--- src/rtl/rv32_alu.sv ---
// rv32_alu -- single-cycle RV32I integer ALU for the execute stage.
//
// Ports:
//   clk     in   system clock (only used when the output register is built in)
//   rst     in   synchronous active-high reset (only used with the output register)
//   alu_op  in   [3:0] operation select (alu_op_t encoding, see localparams below)
//   in_a    in   [WIDTH-1:0] operand A (rs1 / PC)
//   in_b    in   [WIDTH-1:0] operand B (rs2 / immediate); shifts use in_b[4:0] only
//   result  out  [WIDTH-1:0] operation result
//   zero    out  1 when a valid op produces result == 0; never set for invalid ops
//
// Build option:
//   RV32_ALU_OUT_REG_EN  when defined, result/zero are registered (1-cycle latency,
//                        sync reset clears both to 0). Undefined: purely combinational.
//
// Only WIDTH = 32 is meaningful for RV32I.

module rv32_alu #(
    parameter int unsigned WIDTH = 32
) (
    input  logic             clk,
    input  logic             rst,
    input  logic [3:0]       alu_op,
    input  logic [WIDTH-1:0] in_a,
    input  logic [WIDTH-1:0] in_b,
    output logic [WIDTH-1:0] result,
    output logic             zero
);

    localparam int unsigned ShW = $clog2(WIDTH);

    // alu_op_t encoding
    localparam logic [3:0] OpAdd  = 4'b0000;
    localparam logic [3:0] OpSub  = 4'b0001;
    localparam logic [3:0] OpSll  = 4'b0010;
    localparam logic [3:0] OpSlt  = 4'b0011;
    localparam logic [3:0] OpSltu = 4'b0100;
    localparam logic [3:0] OpXor  = 4'b0101;
    localparam logic [3:0] OpSrl  = 4'b0110;
    localparam logic [3:0] OpSra  = 4'b0111;
    localparam logic [3:0] OpOr   = 4'b1000;
    localparam logic [3:0] OpAnd  = 4'b1001;

    // ------------------------------------------------------------------
    // Shared adder/subtractor. SUB, SLT and SLTU all take the a - b path
    // so the compares reuse the subtractor instead of separate comparators.
    // ------------------------------------------------------------------
    logic             sub_sel;
    logic [WIDTH-1:0] b_operand;
    logic [WIDTH:0]   addsub_ext;
    logic [WIDTH-1:0] addsub;
    logic             lt_unsigned;
    logic             lt_signed;

    always_comb begin
        sub_sel = (alu_op == OpSub) || (alu_op == OpSlt) || (alu_op == OpSltu);
        b_operand = sub_sel ? ~in_b : in_b;
        addsub_ext = {1'b0, in_a} + {1'b0, b_operand} + {{WIDTH{1'b0}}, sub_sel};
        addsub = addsub_ext[WIDTH-1:0];
        // For a - b computed as a + ~b + 1, carry out is the inverted borrow.
        lt_unsigned = ~addsub_ext[WIDTH];
        // Differing signs: the negative operand is smaller, and the difference
        // may overflow, so only trust the difference sign when signs match.
        if (in_a[WIDTH-1] != in_b[WIDTH-1]) begin
            lt_signed = in_a[WIDTH-1];
        end else begin
            lt_signed = addsub[WIDTH-1];
        end
    end

    // ------------------------------------------------------------------
    // Shifter. Upper bits of in_b are ignored by construction.
    // ------------------------------------------------------------------
    logic [ShW-1:0]   shamt;
    logic [WIDTH-1:0] shl;
    logic [WIDTH-1:0] shr_logic;
    logic [WIDTH-1:0] shr_arith;

    always_comb begin
        shamt     = in_b[ShW-1:0];
        shl       = in_a << shamt;
        shr_logic = in_a >> shamt;
        shr_arith = $signed(in_a) >>> shamt;
    end

    // ------------------------------------------------------------------
    // Result mux and zero flag.
    // ------------------------------------------------------------------
    logic [WIDTH-1:0] res_c;
    logic             valid_c;
    logic             zero_c;

    always_comb begin
        res_c   = '0;
        valid_c = 1'b1;
        case (alu_op)
            OpAdd:   res_c = addsub;
            OpSub:   res_c = addsub;
            OpSll:   res_c = shl;
            OpSlt:   res_c = {{(WIDTH-1){1'b0}}, lt_signed};
            OpSltu:  res_c = {{(WIDTH-1){1'b0}}, lt_unsigned};
            OpXor:   res_c = in_a ^ in_b;
            OpSrl:   res_c = shr_logic;
            OpSra:   res_c = shr_arith;
            OpOr:    res_c = in_a | in_b;
            OpAnd:   res_c = in_a & in_b;
            default: begin
                res_c   = '0;
                valid_c = 1'b0;
            end
        endcase
        // Invalid ops drive 0 but must not look like "equal" to the branch unit.
        zero_c = valid_c && (res_c == '0);
    end

`ifdef RV32_ALU_OUT_REG_EN
    logic [WIDTH-1:0] result_q;
    logic             zero_q;

    always_ff @(posedge clk) begin
        if (rst) begin
            result_q <= '0;
            zero_q   <= 1'b0;
        end else begin
            result_q <= res_c;
            zero_q   <= zero_c;
        end
    end

    assign result = result_q;
    assign zero   = zero_q;
`else
    // Clock and reset exist only for the registered build.
    logic unused_clk_rst;
    assign unused_clk_rst = clk ^ rst;

    assign result = res_c;
    assign zero   = zero_c;
`endif

endmodule

--- config.mk ---
export PLATFORM = sky130hd
export DESIGN_NAME = rv32_alu
export DESIGN_NICKNAME = d
export VERILOG_FILES = /design/src/rtl/rv32_alu.sv
export SDC_FILE = /design/constraint.sdc
export NUM_CORES = 1
export LEC_CHECK = 0
export BUFFER_PORTS_ARGS = -buffer_cell sky130_fd_sc_hd__buf_2
export CORE_MARGIN = 5
export CORE_UTILIZATION = 40
export DETAILED_ROUTE_END_ITERATION = 6
export PLACE_DENSITY = 0.59
export SYNTH_ARGS = -nofsm -noshare
export SYNTH_HDL_FRONTEND = slang
export SYNTH_SLANG_ARGS = --single-unit
export TNS_END_PERCENT = 100
--- constraint.sdc ---
create_clock -name vclk -period 12.1
set_input_delay 1.815 -clock vclk [all_inputs]
set_output_delay 1.815 -clock vclk [all_outputs]
set_load 0.05 [all_outputs]
==> results.cfg, run 1 <==
[status]
status = finished, final reports clean

[detailed_routing]
wl_per_cell_um = 26.38
drtIter0Drc = 1041
drtAntennaViolNets = 0
vias = 9386
drt-total-wl_um = 36610
first_pass_iters = 6
via_per_inst = 6.762
drc_errors = 0

[final_layout]
final_util_pct = 43.35
layout-drive-gt1-share_pct = 19.59
diodes = 0
nets = 1289
flow.area_growth_from_synthesis_pct = 5.898
design.seq.count = 0
ff_latch_area_um2 = 0
num-clock-buffers = 0

[critical_path]
end_kind = output pin
crit_slowest_cell = or4_4
critPathLaunchType = input pin
critical_path.most_common_cell = buf_2
worstPathRequired_ps = 10280
arrival_ps = 7470
path_max_fanout = 26
critPathKind = input pin to output pin
cpPeakStageDelay_ps = 560
cp_cell_sequence = buf_2, nor2b_1, a21oi_1, nor2_4, buf_4, xnor2_1, ha_1, and3_1, a221o_2, a21o_1, a41o_4, a41oi_4, mux2i_1, or4_4, nor4_2, nand4_1, or4_1, nor4b_2, buf_2

[min_path]
min-delay-start = in_b[25]
hold_path.class = input pin to output pin
min_to = zero
hold_depth = 6

[global_routing]
antenna_found_initial = 1
grt_pass1_vias = 8967
grt_max_degree = 67
grt_use_total_pct = 29.21
grt_first_pass_wirelength_um = 55300
gr-total-overflow = 0

[power_and_ir_drop]
irDropWorstVdd_mv = 0.03432
p_leak_nw = 3.836
power_density_nw_per_um2 = 57.46

[yosys]
synth_top_area_cell = ha_1
synth.area.top_cells = ha_1, mux4_2, mux2i_1, nand2_1, xnor2_1
syn_nets = 1264
syn_avg_cell_area_um2 = 7.613
synth_commonest_cells = ha_1, nand2_1, nor2_1
yosysUniqueCellTypes = 98
syn_inst = 1095
syn_area_um2 = 8337
synthMostInstantiatedCell = ha_1
synth_top_area_share_pct = 14.71
seq_area_frac_synth_pct = 0
synth_warnings = 0

[sta]
finalCriticalPeriod_ps = 9280
slew_headroom_pct = 22.41
post-route-period-util_pct = 76.70
setup_viol = 0
fmax_ghz = 0.1078
rsz0062_at_grt = no
worst_pin_slew_ps = 1148
slew_violations = 0
hold_viol = 0
fin_tns_setup_ps = 0

[die]
die-area_um2 = 23830
core_region_area_um2 = 20360
die_h_um = 154.4
floorplan.initialDensity_pct = 40.94
rows = 52
io_pins = 103
die_x_um = 154.4

[placed_design]
dp_hpwl_um = 28260
gp_congestion = 1.008
portBuffers = 101

[clocking]
postCtsSetupRepairBufs = 0
holdBufCountCts = 0
cts_resized = 0

[run]
maxCapViolCount = 0
## final cells by class
type / instances / area (um^2)
inverters: 73 / 274.0
repair buffers: 117 / 628.1
fillers: 2154 / 11540
multi-input cells: 928 / 7589
well taps: 270 / 337.8
## cells by family (layout without fill, tap and decap cells)
| kind of cell | after synthesis | count (layout) | share of synthesized area [%] |
|---|---|---|---|
| muxes | 131 | 131 | 23.19 |
| AOI/OAI and AO/OA | 331 | 331 | 27.95 |
| adders and majority gates | 99 | 99 | 14.95 |
| and+or+nand+nor | 320 | 320 | 19.50 |
| buffers and inverters | 167 | 190 | 9.485 |
| xor gates and xnor gates | 47 | 47 | 4.938 |
## metrics by stage
step                      std cells  instance area [um^2]  worst slack (ps)  hold slack (ps)  total power [W]
after global routing           1388                  8828              2594             4382        0.0005431
after CTS                      1388                  8828              2872             4324        0.0004964
after detailed placement       1388                  8828              2921             4318        0.0004939
after floorplan                1095                  8337              2468             4086        0.0003620
after global placement         1388                  8828              2866             4320        0.0004929
final                          1388                  8828              2820             4316        0.0005073
## layer usage
layer	routed length, um	vias up	global-route usage, %
met4	1655	2	11.02
met2	16030	562	45.55
met3	3513	83	3.772
met1	15400	4491	41.14
met5	7	-	0
li1	-	4248	-
## worst max-delay path: cells and delay by family
kind	cells	cell delay (ps)
and+or+nand+nor	8	2440
AOI/OAI and AO/OA	5	1330
buffers and inverters	3	1220
adders and majority gates	1	370
muxes	1	150
xor gates and xnor gates	1	120
## layout by cell type, fill, tap and decap left out, types with 5 or more instances in the layout
cell / n
a211oi_1: 22
nor4_1: 8
and2_1: 5
o22ai_1: 17
nand3b_1: 6
buf_4: 17
mux4_2: 48
a21oi_1: 65
nor2_1: 82
mux2i_1: 66
buf_2: 100
nand4b_1: 7
nand3_1: 23
nor3_1: 23
xor2_1: 7
o31ai_1: 9
a31oi_1: 13
nor2b_1: 7
ha_1: 98
a22oi_1: 15
o2111ai_1: 5
a221oi_1: 17
o221ai_1: 10
xnor2_1: 40
inv_1: 68
a211o_1: 7
or2_2: 5
a21o_1: 14
mux2_2: 17
o21ai_0: 55
a2111oi_0: 5
o211ai_1: 18
o21bai_1: 6
nand2_1: 96
nand4_1: 13
## how the worst max path moves through the flow
stage / endpoint / cells after the start / start / slack (ps)
after floorplan: zero / 19 / alu_op[2] / 2470
after detailed placement: zero / 19 / alu_op[0] / 2920
after global routing: zero / 19 / alu_op[0] / 2590
after global placement: zero / 19 / alu_op[0] / 2870
final: zero / 19 / alu_op[0] / 2820
after CTS: zero / 19 / alu_op[0] / 2870
## where the power goes
part	internal, W	switching [W]
Sequential	0	0
Combinational	0.000175	0.000332
Clock	0	0
Total	0.000175	0.000332
(Power assumes the default switching activity.)
==> run 2, diff against run 1 <==
==> constraint.sdc (replaced) <==
create_clock -name vclk -period 9.4
set_input_delay 1.41 -clock vclk [all_inputs]
set_output_delay 1.41 -clock vclk [all_outputs]
set_load 0.05 [all_outputs]
==> results.cfg, run 2 (synthesis gave the netlist of run 1 again) <==
[sta]
setup_slack_ps = 1055
hold_viol = 0
rsz0062_at_grt = no
slew_headroom_pct = 28.24
finalCriticalPeriod_ps = 8345
slew_violations = 0
post-route-period-util_pct = 88.78
fin_tns_setup_ps = 0
worst_pin_slew_ps = 1062
fmax_ghz = 0.1198
setup_viol = 0

[placed_design]
dp_hpwl_um = 28730
gp_congestion = 1.011
post-place-ws_ps = 1174
portBuffers = 101

[detailed_routing]
drc_errors = 0
vias = 9378
wl_per_cell_um = 26.80
drtAntennaViolNets = 0
drt-total-wl_um = 37250
via_per_inst = 6.747
drtIter0Drc = 987
first_pass_iters = 6

[min_path]
hold_path.class = input pin to output pin

[critical_path]
end_kind = output pin
worstPathRequired_ps = 7990
crit_slowest_cell = or4_4
cp_cell_sequence = buf_2, nor2b_1, a21oi_1, nor2_4, buf_4, xnor2_1, ha_1, a21oi_1, o21ai_0, a21o_1, a41o_4, a41oi_4, mux2i_1, or4_4, nor4_2, nand4_1, or4_1, nor4b_2, buf_2
arrival_ps = 6940
critPathKind = input pin to output pin
cp_top_family = simple AND/OR/NAND/NOR gates
critPathBufInv = 3
path_max_fanout = 26
critPathLaunchType = input pin
cpPeakStageDelay_ps = 560

[global_routing]
grt_first_pass_wirelength_um = 55750
antenna_found_initial = 0
grt_use_total_pct = 29.69
grt_max_degree = 68
gr-total-overflow = 0
grt_pass1_vias = 8793

[clocking]
holdBufCountCts = 0
postCtsSetupRepairBufs = 0
cts_resized = 0

[final_layout]
design.seq.count = 0
multi_input_area_um2 = 7589
nets = 1291
final_common_cell = buf_2
num-clock-buffers = 0
ff_latch_area_um2 = 0
diodes = 0
fill_cells = 2153
layout-drive-gt1-share_pct = 19.73
layout_common_cells = buf_2, ha_1, nand2_1
flow.area_growth_from_synthesis_pct = 6.078

[die]
die_x_um = 154.4
die_h_um = 154.4
core_region_area_um2 = 20360
floorplan.initialDensity_pct = 40.94
io_pins = 103
die-area_um2 = 23830
rows = 52

[power_and_ir_drop]
power_density_nw_per_um2 = 74.21
p_leak_nw = 3.845
irDropWorstVdd_mv = 0.04213

[run]
maxCapViolCount = 0

[status]
status = finished, final reports clean
[run 2: final timing paths]
check | start | end | cells past startpoint
setup / recovery | alu_op[0] | zero | 19
hold / removal | in_b[25] | zero | 6
[run 2: stage by stage]
stage / util (%) / total power, W / area, um^2 / instances / hold WS [ps]
floorplan: - / 0.0004659 / 8337 / 1095 / 3276
global placement: 43.43 / 0.0006373 / 8843 / 1390 / 3510
detailed placement: 43.43 / 0.0006386 / 8843 / 1390 / 3512
CTS: 43.43 / 0.0006417 / 8843 / 1390 / 3515
global route: 43.43 / 0.0006984 / 8843 / 1390 / 3563
finish: 43.43 / 0.0006562 / 8843 / 1390 / 3517
[run 2: cell type report]
class                           count  share of cell area, %
Multi-Input combinational cell    928                  85.81
Timing Repair Buffer              119                  7.272
Tap cell                          270                  3.820
Inverter                           73                  3.098
[run 2: report_power, final]
part	switching (W)	total [W]	internal, W
combinational	0.000431	0.000656	0.000225
clock	0	0	0
sequential	0	0	0
[run 2: metal layers]
metal / part of all wire [%] / track usage [%] / vias up
met3: 8.8 / 3.409 / 95
met5: 0 / 0 / -
met4: 5.8 / 13.41 / 0
met1: 43 / 42.51 / 4472
met2: 42 / 44.68 / 558
li1: - / - / 4253
